==> src/rtl/dual_issue_hazard_unit.sv <==
// Dual-issue hazard unit: tracks lane A/B destination tags through E/M/W and produces
// E-stage forward selects, load-use stall and branch flush. Optional counters under HAZ_STATS_EN.
module dual_issue_hazard_unit #(
    parameter int REG_AW = 5
`ifdef HAZ_STATS_EN
    ,
    parameter int STAT_W = 32
`endif
) (
    input  logic              clk,
    input  logic              reset_n,
    input  logic              ValidA_D,
    input  logic              ValidB_D,
    input  logic [REG_AW-1:0] Rs1A_D,
    input  logic [REG_AW-1:0] Rs2A_D,
    input  logic [REG_AW-1:0] Rs1B_D,
    input  logic [REG_AW-1:0] Rs2B_D,
    input  logic [REG_AW-1:0] RdA_D,
    input  logic [REG_AW-1:0] RdB_D,
    input  logic              RegWriteA_D,
    input  logic              RegWriteB_D,
    input  logic              LoadA_D,
    input  logic              LoadB_D,
    input  logic              PCSrc_E,
    output logic [2:0]        ForwardA1_E,
    output logic [2:0]        ForwardA2_E,
    output logic [2:0]        ForwardB1_E,
    output logic [2:0]        ForwardB2_E,
    output logic              Stall_F,
    output logic              Stall_D,
    output logic              Flush_D,
    output logic              Flush_E
`ifdef HAZ_STATS_EN
    ,
    output logic [STAT_W-1:0] StallCnt,
    output logic [STAT_W-1:0] FwdCnt,
    output logic [STAT_W-1:0] FlushCnt
`endif
);

    // _p0 = E stage, _p1 = M stage, _p2 = W stage
    logic              vld_a_p0, rw_a_p0, ld_a_p0;
    logic              vld_b_p0, rw_b_p0, ld_b_p0;
    logic [REG_AW-1:0] rd_a_p0, rs1_a_p0, rs2_a_p0;
    logic [REG_AW-1:0] rd_b_p0, rs1_b_p0, rs2_b_p0;
    logic              vld_a_p1, rw_a_p1, vld_b_p1, rw_b_p1;
    logic [REG_AW-1:0] rd_a_p1, rd_b_p1;
    logic              vld_a_p2, rw_a_p2, vld_b_p2, rw_b_p2;
    logic [REG_AW-1:0] rd_a_p2, rd_b_p2;
    logic              load_use;

    function automatic logic hit(input logic v, input logic rw,
                                 input logic [REG_AW-1:0] rd, input logic [REG_AW-1:0] rs);
        return v && rw && (rd == rs) && (rs != '0);
    endfunction

    // Younger stage first, and lane B is younger than lane A within a stage.
    function automatic logic [2:0] fwd_sel(input logic mb, input logic ma,
                                           input logic wb, input logic wa);
        if (mb)      return 3'b100;
        else if (ma) return 3'b010;
        else if (wb) return 3'b011;
        else if (wa) return 3'b001;
        else         return 3'b000;
    endfunction

    function automatic logic [2:0] src_sel(input logic en, input logic [REG_AW-1:0] rs,
                                           input logic vb1, input logic wb1, input logic [REG_AW-1:0] db1,
                                           input logic va1, input logic wa1, input logic [REG_AW-1:0] da1,
                                           input logic vb2, input logic wb2, input logic [REG_AW-1:0] db2,
                                           input logic va2, input logic wa2, input logic [REG_AW-1:0] da2);
        if (!en) return 3'b000;
        return fwd_sel(hit(vb1, wb1, db1, rs), hit(va1, wa1, da1, rs),
                       hit(vb2, wb2, db2, rs), hit(va2, wa2, da2, rs));
    endfunction

    function automatic logic lu_hit(input logic va, input logic wa, input logic [REG_AW-1:0] da,
                                    input logic vb, input logic wb, input logic [REG_AW-1:0] db,
                                    input logic [REG_AW-1:0] rs);
        return hit(va, wa, da, rs) || hit(vb, wb, db, rs);
    endfunction

    // E-stage compare against M/W tags
    assign ForwardA1_E = src_sel(vld_a_p0, rs1_a_p0, vld_b_p1, rw_b_p1, rd_b_p1, vld_a_p1, rw_a_p1, rd_a_p1,
                                 vld_b_p2, rw_b_p2, rd_b_p2, vld_a_p2, rw_a_p2, rd_a_p2);
    assign ForwardA2_E = src_sel(vld_a_p0, rs2_a_p0, vld_b_p1, rw_b_p1, rd_b_p1, vld_a_p1, rw_a_p1, rd_a_p1,
                                 vld_b_p2, rw_b_p2, rd_b_p2, vld_a_p2, rw_a_p2, rd_a_p2);
    assign ForwardB1_E = src_sel(vld_b_p0, rs1_b_p0, vld_b_p1, rw_b_p1, rd_b_p1, vld_a_p1, rw_a_p1, rd_a_p1,
                                 vld_b_p2, rw_b_p2, rd_b_p2, vld_a_p2, rw_a_p2, rd_a_p2);
    assign ForwardB2_E = src_sel(vld_b_p0, rs2_b_p0, vld_b_p1, rw_b_p1, rd_b_p1, vld_a_p1, rw_a_p1, rd_a_p1,
                                 vld_b_p2, rw_b_p2, rd_b_p2, vld_a_p2, rw_a_p2, rd_a_p2);

    // D-stage sources against E-stage loads
    assign load_use =
        (ValidA_D && (lu_hit(vld_a_p0, rw_a_p0 && ld_a_p0, rd_a_p0, vld_b_p0, rw_b_p0 && ld_b_p0, rd_b_p0, Rs1A_D) ||
                      lu_hit(vld_a_p0, rw_a_p0 && ld_a_p0, rd_a_p0, vld_b_p0, rw_b_p0 && ld_b_p0, rd_b_p0, Rs2A_D))) ||
        (ValidB_D && (lu_hit(vld_a_p0, rw_a_p0 && ld_a_p0, rd_a_p0, vld_b_p0, rw_b_p0 && ld_b_p0, rd_b_p0, Rs1B_D) ||
                      lu_hit(vld_a_p0, rw_a_p0 && ld_a_p0, rd_a_p0, vld_b_p0, rw_b_p0 && ld_b_p0, rd_b_p0, Rs2B_D)));

    // A taken branch discards the dependent bundle, so it cancels the stall.
    assign Stall_F = load_use && !PCSrc_E;
    assign Stall_D = load_use && !PCSrc_E;
    assign Flush_D = PCSrc_E;
    assign Flush_E = load_use || PCSrc_E;

    // D -> E boundary
    always_ff @(posedge clk or negedge reset_n) begin
        if (!reset_n) begin
            {vld_a_p0, rw_a_p0, ld_a_p0, vld_b_p0, rw_b_p0, ld_b_p0} <= '0;
            {rd_a_p0, rs1_a_p0, rs2_a_p0, rd_b_p0, rs1_b_p0, rs2_b_p0} <= '0;
        end else if (Flush_E) begin
            {vld_a_p0, rw_a_p0, ld_a_p0, vld_b_p0, rw_b_p0, ld_b_p0} <= '0;
            {rd_a_p0, rs1_a_p0, rs2_a_p0, rd_b_p0, rs1_b_p0, rs2_b_p0} <= '0;
        end else begin
            vld_a_p0 <= ValidA_D;    vld_b_p0 <= ValidB_D;
            rw_a_p0  <= RegWriteA_D; rw_b_p0  <= RegWriteB_D;
            ld_a_p0  <= LoadA_D;     ld_b_p0  <= LoadB_D;
            rd_a_p0  <= RdA_D;       rd_b_p0  <= RdB_D;
            rs1_a_p0 <= Rs1A_D;      rs1_b_p0 <= Rs1B_D;
            rs2_a_p0 <= Rs2A_D;      rs2_b_p0 <= Rs2B_D;
        end
    end

    // E -> M -> W boundaries; these never stall
    always_ff @(posedge clk or negedge reset_n) begin
        if (!reset_n) begin
            {vld_a_p1, rw_a_p1, vld_b_p1, rw_b_p1} <= '0;
            {vld_a_p2, rw_a_p2, vld_b_p2, rw_b_p2} <= '0;
            {rd_a_p1, rd_b_p1, rd_a_p2, rd_b_p2}   <= '0;
        end else begin
            vld_a_p1 <= vld_a_p0; rw_a_p1 <= rw_a_p0; rd_a_p1 <= rd_a_p0;
            vld_b_p1 <= vld_b_p0; rw_b_p1 <= rw_b_p0; rd_b_p1 <= rd_b_p0;
            vld_a_p2 <= vld_a_p1; rw_a_p2 <= rw_a_p1; rd_a_p2 <= rd_a_p1;
            vld_b_p2 <= vld_b_p1; rw_b_p2 <= rw_b_p1; rd_b_p2 <= rd_b_p1;
        end
    end

`ifdef HAZ_STATS_EN
    function automatic logic [STAT_W-1:0] sat_inc(input logic [STAT_W-1:0] c);
        return (&c) ? c : c + 1'b1;
    endfunction

    always_ff @(posedge clk or negedge reset_n) begin
        if (!reset_n) begin
            StallCnt <= '0;
            FwdCnt   <= '0;
            FlushCnt <= '0;
        end else begin
            if (Stall_D) StallCnt <= sat_inc(StallCnt);
            if (|{ForwardA1_E, ForwardA2_E, ForwardB1_E, ForwardB2_E}) FwdCnt <= sat_inc(FwdCnt);
            if (PCSrc_E) FlushCnt <= sat_inc(FlushCnt);
        end
    end
`endif

endmodule
==> config.mk <==
export PLATFORM = sky130hd
export DESIGN_NAME = dual_issue_hazard_unit
export DESIGN_NICKNAME = d
export VERILOG_FILES = /design/src/rtl/dual_issue_hazard_unit.sv
export SDC_FILE = /design/constraint.sdc
export NUM_CORES = 1
export LEC_CHECK = 0
export CORE_AREA = 2 2 111 113
export CTS_CLUSTER_SIZE = 16
export DETAILED_ROUTE_END_ITERATION = 12
export DIE_AREA = 0 0 113 115
export HOLD_SLACK_MARGIN = 0.08
export PLACE_DENSITY = 0.55
export SYNTH_ARGS = -nofsm -noshare
export SYNTH_HDL_FRONTEND = slang
export SYNTH_SLANG_ARGS = --single-unit
==> constraint.sdc <==
create_clock -name clk -period 3.4 [get_ports clk]
set_input_delay 0.68 -clock clk [delete_from_list [all_inputs] [get_ports clk]]
set_output_delay 0.68 -clock clk [all_outputs]
set_load 0.02 [all_outputs]
## Word level (Yosys, flattened, before mapping)

Index checks and enable logic that the tools add are counted.

| storage, ports and cells | value |
|---|---|
| word-level logic and storage cells | 156 |
| bits in registers | 64 |
| output and inout port bits | 16 |
| bits of input ports | 39 |

| operators by class | value |
|---|---|
| reductions and logical operators | 76 |
| equal/unequal tests | 24 |
| muxes and demuxes | 32 |

Operator list:

| kind | count |
|---|---|
| 5-bit == test | 24 |
| 1-bit logical AND | 59 |
| 5-bit nonzero test | 8 |
| 5-bit two-way mux | 6 |
| 3-bit two-way mux | 9 |
| 2-bit two-way mux | 7 |
| 1-bit two-way mux | 10 |
| 1-bit logical OR | 8 |
| 1-bit logical NOT | 1 |

## Depth between registers and ports, before layout

Gate-level depths: netlist (run 1).

| logic depth | value |
|---|---|
| word-level depth | 10 |
| depth in mapped cells | 7 |
| gate-level depth less buffers | 5 |

## Least setup slack after synthesis (run 1)

Ideal clock, no wire load.

| timing path | value |
|---|---|
| path type | input port to output port |
| start point | input port Rs1B_D[1] |
| end point | output port Stall_F |
| buffers on the path | 2 |
| path slack | 0.441 ns |
| data arrival time | 2.279 ns |
| stages on the path | 6 |
| data required time | 2.720 ns |
| path through | or4_1 > o21a_1 > a32o_1 > buf_6 > o31a_1 > buf_4 |

| on the way | value |
|---|---|
| cells in the longest elaborated chain, start to end | 8 |
| elaborated cells on any way between the ends | 12 |
| those cells by class | eq/ne: 2; reduce/logical: 10 |

Ends and longest elaborated chain:

| item | RTL line | source |
|---|---|---|
| start, declared | 16 | `input logic [REG_AW-1:0] Rs1B_D,` |
| 5-bit == test | 54 | `return v && rw && (rd == rs) && (rs != '0);` |
| 1-bit logical AND (2 in series) | 54 |  |
| 1-bit logical OR (*) | 80 | `return hit(va, wa, da, rs) \|\| hit(vb, wb, db, rs);` |
| 1-bit logical OR (*) | 97 | `(ValidB_D && (lu_hit(vld_a_p0, rw_a_p0 && ld_a_p0, rd_a_p0, vld_b_p0, rw_b_p0 && ld_b_p0, rd_b_p0, Rs1B_D) \|\|` |
| 1-bit logical AND (*) | 97 |  |
| 1-bit logical OR (*) | 96 | `lu_hit(vld_a_p0, rw_a_p0 && ld_a_p0, rd_a_p0, vld_b_p0, rw_b_p0 && ld_b_p0, rd_b_p0, Rs2A_D))) \|\|` |
| 1-bit logical AND (*) | -- |  |
| end, declared | 29 | `output logic Stall_F,` |

Every way passes the cells marked *; elsewhere a longest branch is shown, timed or not.

## Worst setup path in the final report (run 1)

| timing path | value |
|---|---|
| start point | input port Rs1B_D[3] |
| end point | output port Flush_E |

| on the way | value |
|---|---|
| cells in the longest elaborated chain, start to end | 8 |
| elaborated cells on any way between the ends | 12 |
| those cells by class | eq/ne: 2; reduce/logical: 10 |

Ends and longest elaborated chain:

| item | RTL line | source |
|---|---|---|
| 5-bit == test | 54 |  |
| 1-bit logical AND (2 in series) | 54 |  |
| 1-bit logical OR (*) | 80 |  |
| 1-bit logical OR (*) | 97 |  |
| 1-bit logical AND (*) | 97 |  |
| 1-bit logical OR (*) | 96 |  |
| 1-bit logical OR (*) | 104 | `assign Flush_E = load_use \|\| PCSrc_E;` |
| end, declared | 32 | `output logic Flush_E` |

Marked as above.

==> flow_summary.ini, run 1 <==
[die]
die-area_mm2 = 0.0130
coreArea_mm2 = 0.0118
die_w_um = 113
fp-row-count = 40
start_util_pct = 34.0
ios = 55
die_h_um = 115

[sta]
rsz0062_at_grt = yes
tightest_slew_ns = 0.593
max-slew-margin-rel_pct = 60.5
finalCritPeriodShare_pct = 99.2
min_period_ns = 3.37
maxSlewViolCount = 0
skew_ns = 0.00712
timing.setup.tns_ns = 0
timing.fmax_mhz = 297
hold_violations = 0
setup_viol_count_final = 0

[clock_tree]
cts_setup_buffers = 0
cts.reportedPaths.clkPinSlew_ns = 0.05
h-tree-depth = 3
cts_sinks = 64
cts_inserted_buffers = 9
root_buffer = clkbuf_16
clock_tree.buffer_depth = 2
cts_tree = yes
clk_latency_ns = 0.33

[synthesis]
synth-warning-count = 0
synthesis.nets = 442
synth-seq-area-share_pct = 39.9
synth_top_area_cell = dfrtp_1
synth_top_area_share_pct = 39.9
synth_cell_types = 35
synth_seq_cells = 64
syn-cell-area_mm2 = 0.00402
netlist_instances = 403
synth_area_leaders = dfrtp_1 40%, xnor2_1 13%, xor2_1 12%, nor4_2 8.7%, nand2_1 4.9%
syn_avg_cell_area_um2 = 9.96

[detailed_routing]
first_pass_iters = 8
avgViaCountPerCell = 5.11
wl_per_cell_um = 18.0
first_iter_violations = 120
num_vias = 3084
ant_nets = 0
wl_um = 10800
drc = 2

[power]
comb_power_share_pct = 13.4
p_leak_uw = 0.00214
powerDensity_mw_per_mm2 = 421
p_clk_share_pct = 45.0
netSwitchingFraction_pct = 24.4
net-switching-power_uw = 519
intPower_uw = 1610
seqPwrFrac_pct = 41.5
ir_drop_v = 0.000195

[critical_path]
path_cells = clkdlybuf4s50_1 > or4_4 > o21a_1 > a32o_2 > or4_4 > buf_6
cp_slowest_cell = or4_4
max_stage_delay_ns = 0.52
start_kind = input port
crit_top_cell = or4_4
path_class = input port to output pin
crit_required_ns = 2.72
path_max_fanout = 3
cp.arrival_ns = 2.69
endpoint_kind = output pin

[placement]
gp_congestion = 0.949
portBuffers = 54
postPlaceCellArea_mm2 = 0.00473
hpwl_um = 8300

[global_route]
grt_pass1_wl_um = 17300
grt_pass1_vias = 3166
grt_max_degree = 37
antenna_found_initial = 1
grt_usage_pct = 17.5
grt-ovfl-total = 0

[flow_run]
cap_violations = 0

[layout]
final_area_mm2 = 0.00505
drive_gt1_share_pct = 17.9
n_fill_cell = 1171
n_antenna_cell = 0
finalNetCount = 491
area_growth_pct = 25.8

[outcome]
violations = design-rule violations
status = finished, violations left

[worst_hold_path]
hp-class = input port to async pin
-- state kept, by name, indices dropped and copies added, names as in the netlist, 5 cells and up --
| signal | count |
|---|---|
| rd_b_p1 | 5 |
| rd_a_p0 | 5 |
| rs2_b_p0 | 5 |
| rd_b_p0 | 5 |
| rd_b_p2 | 5 |
| rd_a_p1 | 5 |
| rs2_a_p0 | 5 |
| rs1_a_p0 | 5 |
| rs1_b_p0 | 5 |
| rd_a_p2 | 5 |
-- cell families (layout without fill, tap and decap cells) --
logic type / count (synthesis) / in the layout / synth area share (%)
xor gates and xnor gates: 112 / 112 / 24.4
buffers and inverters: 48 / 102 / 5.61
DFF: 64 / 64 / 39.9
AOI/OAI and AO/OA: 25 / 25 / 4.92
and+or+nand+nor: 154 / 154 / 25.1
-- area by class of cell --
type                       instances  area, um^2  share of cell area [%]
clock inverter                     2        35.0                   0.694
timing repair buffer              77         702                    13.9
inverter                           9        33.8                   0.669
multi-input combinational        291        2210                    43.8
sequential                        64        1600                    31.7
clock buffer                      14         284                    5.62
tap                              147         184                    3.64
-- repair_timing --
item,in CTS,in global routing
hold buffers,0,0
endpoints found under the setup margin,3,5
pin swaps,2,0
resized for setup,18,3
-- layer usage --
| metal | vias up | share of wire [%] | track usage (%) |
|---|---|---|---|
| li1 | 1486 | - | - |
| met1 | 1494 | 45 | 22.9 |
| met2 | 87 | 49 | 29.0 |
| met3 | 17 | 5.1 | 3.95 |
| met4 | 0 | 1.4 | 5.61 |
| met5 | - | 0 | 0 |
-- Yosys cell counts --
| master | number |
|---|---|
| a21oi_1 | 2 |
| a221oi_1 | 4 |
| a311oi_1 | 2 |
| a31oi_1 | 5 |
| a32o_1 | 1 |
| and3_1 | 2 |
| and3b_1 | 1 |
| buf_1 | 1 |
| buf_2 | 6 |
| buf_4 | 2 |
| buf_6 | 4 |
| clkbuf_1 | 26 |
| dfrtp_1 | 64 |
| inv_1 | 8 |
| inv_2 | 1 |
| nand2_1 | 52 |
| nand3_1 | 3 |
| nand4_1 | 16 |
| nor2_1 | 17 |
| nor2b_1 | 1 |
| nor3_1 | 3 |
| nor3b_1 | 1 |
| nor4_1 | 17 |
| nor4_2 | 28 |
| nor4_4 | 2 |
| nor4b_1 | 3 |
| o21a_1 | 1 |
| o21ai_0 | 1 |
| o221a_2 | 4 |
| o22ai_1 | 3 |
| o31a_1 | 1 |
| o41ai_1 | 1 |
| or4_1 | 8 |
| xnor2_1 | 59 |
| xor2_1 | 53 |
-- stage by stage --
| step | power [uW] | instances | worst slack [ns] | util, % | hold slack (ns) |
|---|---|---|---|---|---|
| floorplan | 1040 | 403 | 0.441 | - | 0.347 |
| global route | 2220 | 604 | -0.00251 | 42.8 | 0.347 |
| global placement | 1170 | 588 | -0.445 | 40.0 | 0.359 |
| detailed placement | 1180 | 588 | -0.439 | 40.0 | 0.364 |
| CTS | 2140 | 604 | 0.0190 | 42.7 | 0.324 |
| finish | 2120 | 604 | 0.0282 | 42.8 | 0.318 |
-- worst max-delay path, delay by kind of cell --
family,cells,cell delay [ns]
AND/OR/NAND/NOR,2,1.01
buffers and inverters,2,0.58
AO/OA/AOI/OAI,2,0.43
-- layout by cell type (no fill, tap or decap), drive strengths merged --
cell           instances
dfrtp                 64
o221a                  4
xnor2                 59
a311oi                 2
a21oi                  2
dlymetal6s2s           2
or4                    8
bufinv                 1
nor3b                  1
o41ai                  1
o31a                   1
buf                   27
o21ai                  1
nand4                 16
a31oi                  5
inv                    9
nand2                 52
nor2b                  1
clkdlybuf4s50         46
a32o                   1
clkinv                 1
and3                   2
a221oi                 4
and3b                  1
clkbuf                14
nor4b                  3
dlygate4sd2            2
nor2                  17
nor4                  47
o21a                   1
nand3                  3
o22ai                  3
xor2                  53
nor3                   3
-- worst paths after layout --
kind | start | endpoint | slack [ns] | depth (start not counted)
worst max-delay path | Rs1B_D[3] | Flush_E | 0.03 | 6
max in group asynchronous | reset_n | rd_a_p2[2]$_DFF_PN0_ | 2.41 | 2
worst max register to register | rd_a_p0[0]$_DFF_PN0_ | ld_a_p0$_DFF_PN0_ | 1.24 | 6
worst min-delay path | reset_n | ld_b_p0$_DFF_PN0_ | 0.32 | 1
min in group clk | vld_a_p1$_DFF_PN0_ | vld_a_p2$_DFF_PN0_ | 0.37 | 0
worst min register to register | vld_a_p1$_DFF_PN0_ | vld_a_p2$_DFF_PN0_ | 0.37 | 0
-- power groups by stage --
stage / clock [uW] / sequential (uW) / combinational (uW)
after floorplan: 0 / 846 / 196
after global placement: 0 / 896 / 279
after detailed placement: 0 / 896 / 286
after CTS: 974 / 883 / 288
after global routing: 1020 / 889 / 318
final: 957 / 883 / 286
Note: power is estimated with default switching activity, not from simulation.
==> run 2, diff against run 1 <==
--- a/config.mk
+++ b/config.mk
@@ -5,12 +5,14 @@
 export SDC_FILE = /design/constraint.sdc
 export NUM_CORES = 1
 export LEC_CHECK = 0
+export CELL_PAD_IN_SITES_DETAIL_PLACEMENT = 1
+export CELL_PAD_IN_SITES_GLOBAL_PLACEMENT = 1
 export CORE_AREA = 2 2 111 113
 export CTS_CLUSTER_SIZE = 16
 export DETAILED_ROUTE_END_ITERATION = 12
 export DIE_AREA = 0 0 113 115
 export HOLD_SLACK_MARGIN = 0.08
-export PLACE_DENSITY = 0.55
+export PLACE_DENSITY = 0.67
 export SYNTH_ARGS = -nofsm -noshare
 export SYNTH_HDL_FRONTEND = slang
 export SYNTH_SLANG_ARGS = --single-unit
==> flow_summary.ini, run 2 (synthesis results as in run 1) <==
[outcome]
status = finished, violations left
violations = design-rule violations

[clock_tree]
clock_tree.buffer_depth = 2
h-tree-depth = 3
cts.reportedPaths.clkPinSlew_ns = 0.05
cts_inserted_buffers = 9
root_buffer = clkbuf_16
clk_latency_ns = 0.32
cts_sinks = 64
cts_setup_buffers = 0
cts_tree = yes

[die]
die_h_um = 115
die_w_um = 113
start_util_pct = 34.0
coreArea_mm2 = 0.0118
die-area_mm2 = 0.0130
ios = 55
fp-row-count = 40

[detailed_routing]
wl_um = 11600
num_vias = 3182
first_iter_violations = 146
first_pass_iters = 8
drc = 5
ant_nets = 0
avgViaCountPerCell = 5.25
wl_per_cell_um = 19.1

[layout]
final_area_mm2 = 0.00508
layout_common_cells = 64 x dfrtp_1, 59 x xnor2_1, 53 x xor2_1, 52 x nand2_1, 45 x clkdlybuf4s50_1
n_antenna_cell = 0
finalNetCount = 494
drive_gt1_share_pct = 18.5
area_growth_pct = 26.6
fin_cells = 606
mostFrequentLayoutCell = dfrtp_1
n_fill_cell = 1322

[flow_run]
cap_violations = 0

[sta]
max-slew-margin-rel_pct = 48.9
tightest_slew_ns = 0.766
rsz0062_at_grt = no
skew_ns = 0.00477
min_period_ns = 3.26
maxSlewViolCount = 0
finalCritPeriodShare_pct = 95.8
hold_violations = 0
fin_hold_ws_ns = 0.372
timing.fmax_mhz = 307
setup_viol_count_final = 0

[critical_path]
cp.arrival_ns = 2.58
start_kind = input port
path_cells = clkdlybuf4s50_1 > xnor2_1 > nand4_1 > o22ai_1 > a32o_2 > or4_4 > buf_6
path_class = input port to output pin
crit_required_ns = 2.72
path_max_fanout = 4
r2r_setup_slack_ns = 1.12
endpoint_kind = output pin
max_stage_delay_ns = 0.52
cp_slowest_cell = clkdlybuf4s50_1

[global_route]
grt_usage_pct = 18.8
antenna_found_initial = 0
grt_pass1_vias = 3402
grt-ovfl-total = 0
grt_max_degree = 65
grt_pass1_wl_um = 18700

[power]
power_uw = 2170
ir_drop_v = 0.000251
powerDensity_mw_per_mm2 = 426
p_leak_uw = 0.00216

[placement]
postPlaceCellArea_mm2 = 0.00475
hpwl_um = 8910
gp_congestion = 0.919
portBuffers = 54
dp_cells = 591

[worst_hold_path]
hp-class = flop to flop
==> run 2: critical path: cells and delay by family <==
family / cells / cell delay, ns
AO/OA/AOI/OAI: 2 / 0.43
XOR/XNOR: 1 / 0.19
buffers and inverters: 2 / 0.67
AND/OR/NAND/NOR: 2 / 0.62
==> run 2: what timing repair did <==
item	4_1_cts	5_1_grt
pin swaps	3	2
endpoints found under the setup margin	3	5
resized for setup	20	4
hold buffers	0	0
==> run 2: layout make-up <==
cell class,instances,area [um^2],area share (%)
clock buffer,12,256,5.04
sequential,64,1600,31.5
multi-input combinational,291,2220,43.6
timing repair buffer,80,727,14.3
tap,147,184,3.62
clock inverter,3,65.1,1.28
inverter,9,33.8,0.664
==> run 2: power breakdown <==
| group | switching (uW) | leakage [uW] | internal [uW] |
|---|---|---|---|
| Sequential | 81.6 | 0.000825 | 802 |
| Clock | 313 | 0.000159 | 676 |
| Combinational | 136 | 0.00117 | 159 |
==> run 2: final timing paths <==
path,start,depth (start not counted),to
setup / recovery,Rs2B_D[2],7,Flush_E
hold / removal,vld_b_p1$_DFF_PN0_,0,vld_b_p2$_DFF_PN0_
setup reg to reg,vld_b_p0$_DFF_PN0_,7,rw_b_p0$_DFF_PN0_
hold reg to reg,vld_b_p1$_DFF_PN0_,0,vld_b_p2$_DFF_PN0_
max in group asynchronous,reset_n,2,rd_b_p2[1]$_DFF_PN0_
min in group asynchronous,reset_n,2,rd_b_p0[0]$_DFF_PN0_
==> run 2: through the flow <==
step	setup WS [ns]	TNS (ns)	utilization [%]
floorplan	0.441	0	-
global placement	-0.452	-1.33	40.2
detailed placement	-0.431	-1.29	40.2
CTS	0.0187	0	42.9
global route	0.00973	0	43.1
finish	0.142	0	43.1
==> run 2: per-layer routing <==
layer / vias to the layer above / part of all wire [%] / wire, um / GRT usage [%]
li1: 1494 / - / - / -
met1: 1596 / 45 / 5180 / 24.1
met2: 76 / 50 / 5800 / 32.7
met3: 16 / 3.2 / 367 / 2.90
met4: 0 / 1.9 / 225 / 6.10
met5: - / 0 / 0 / 0
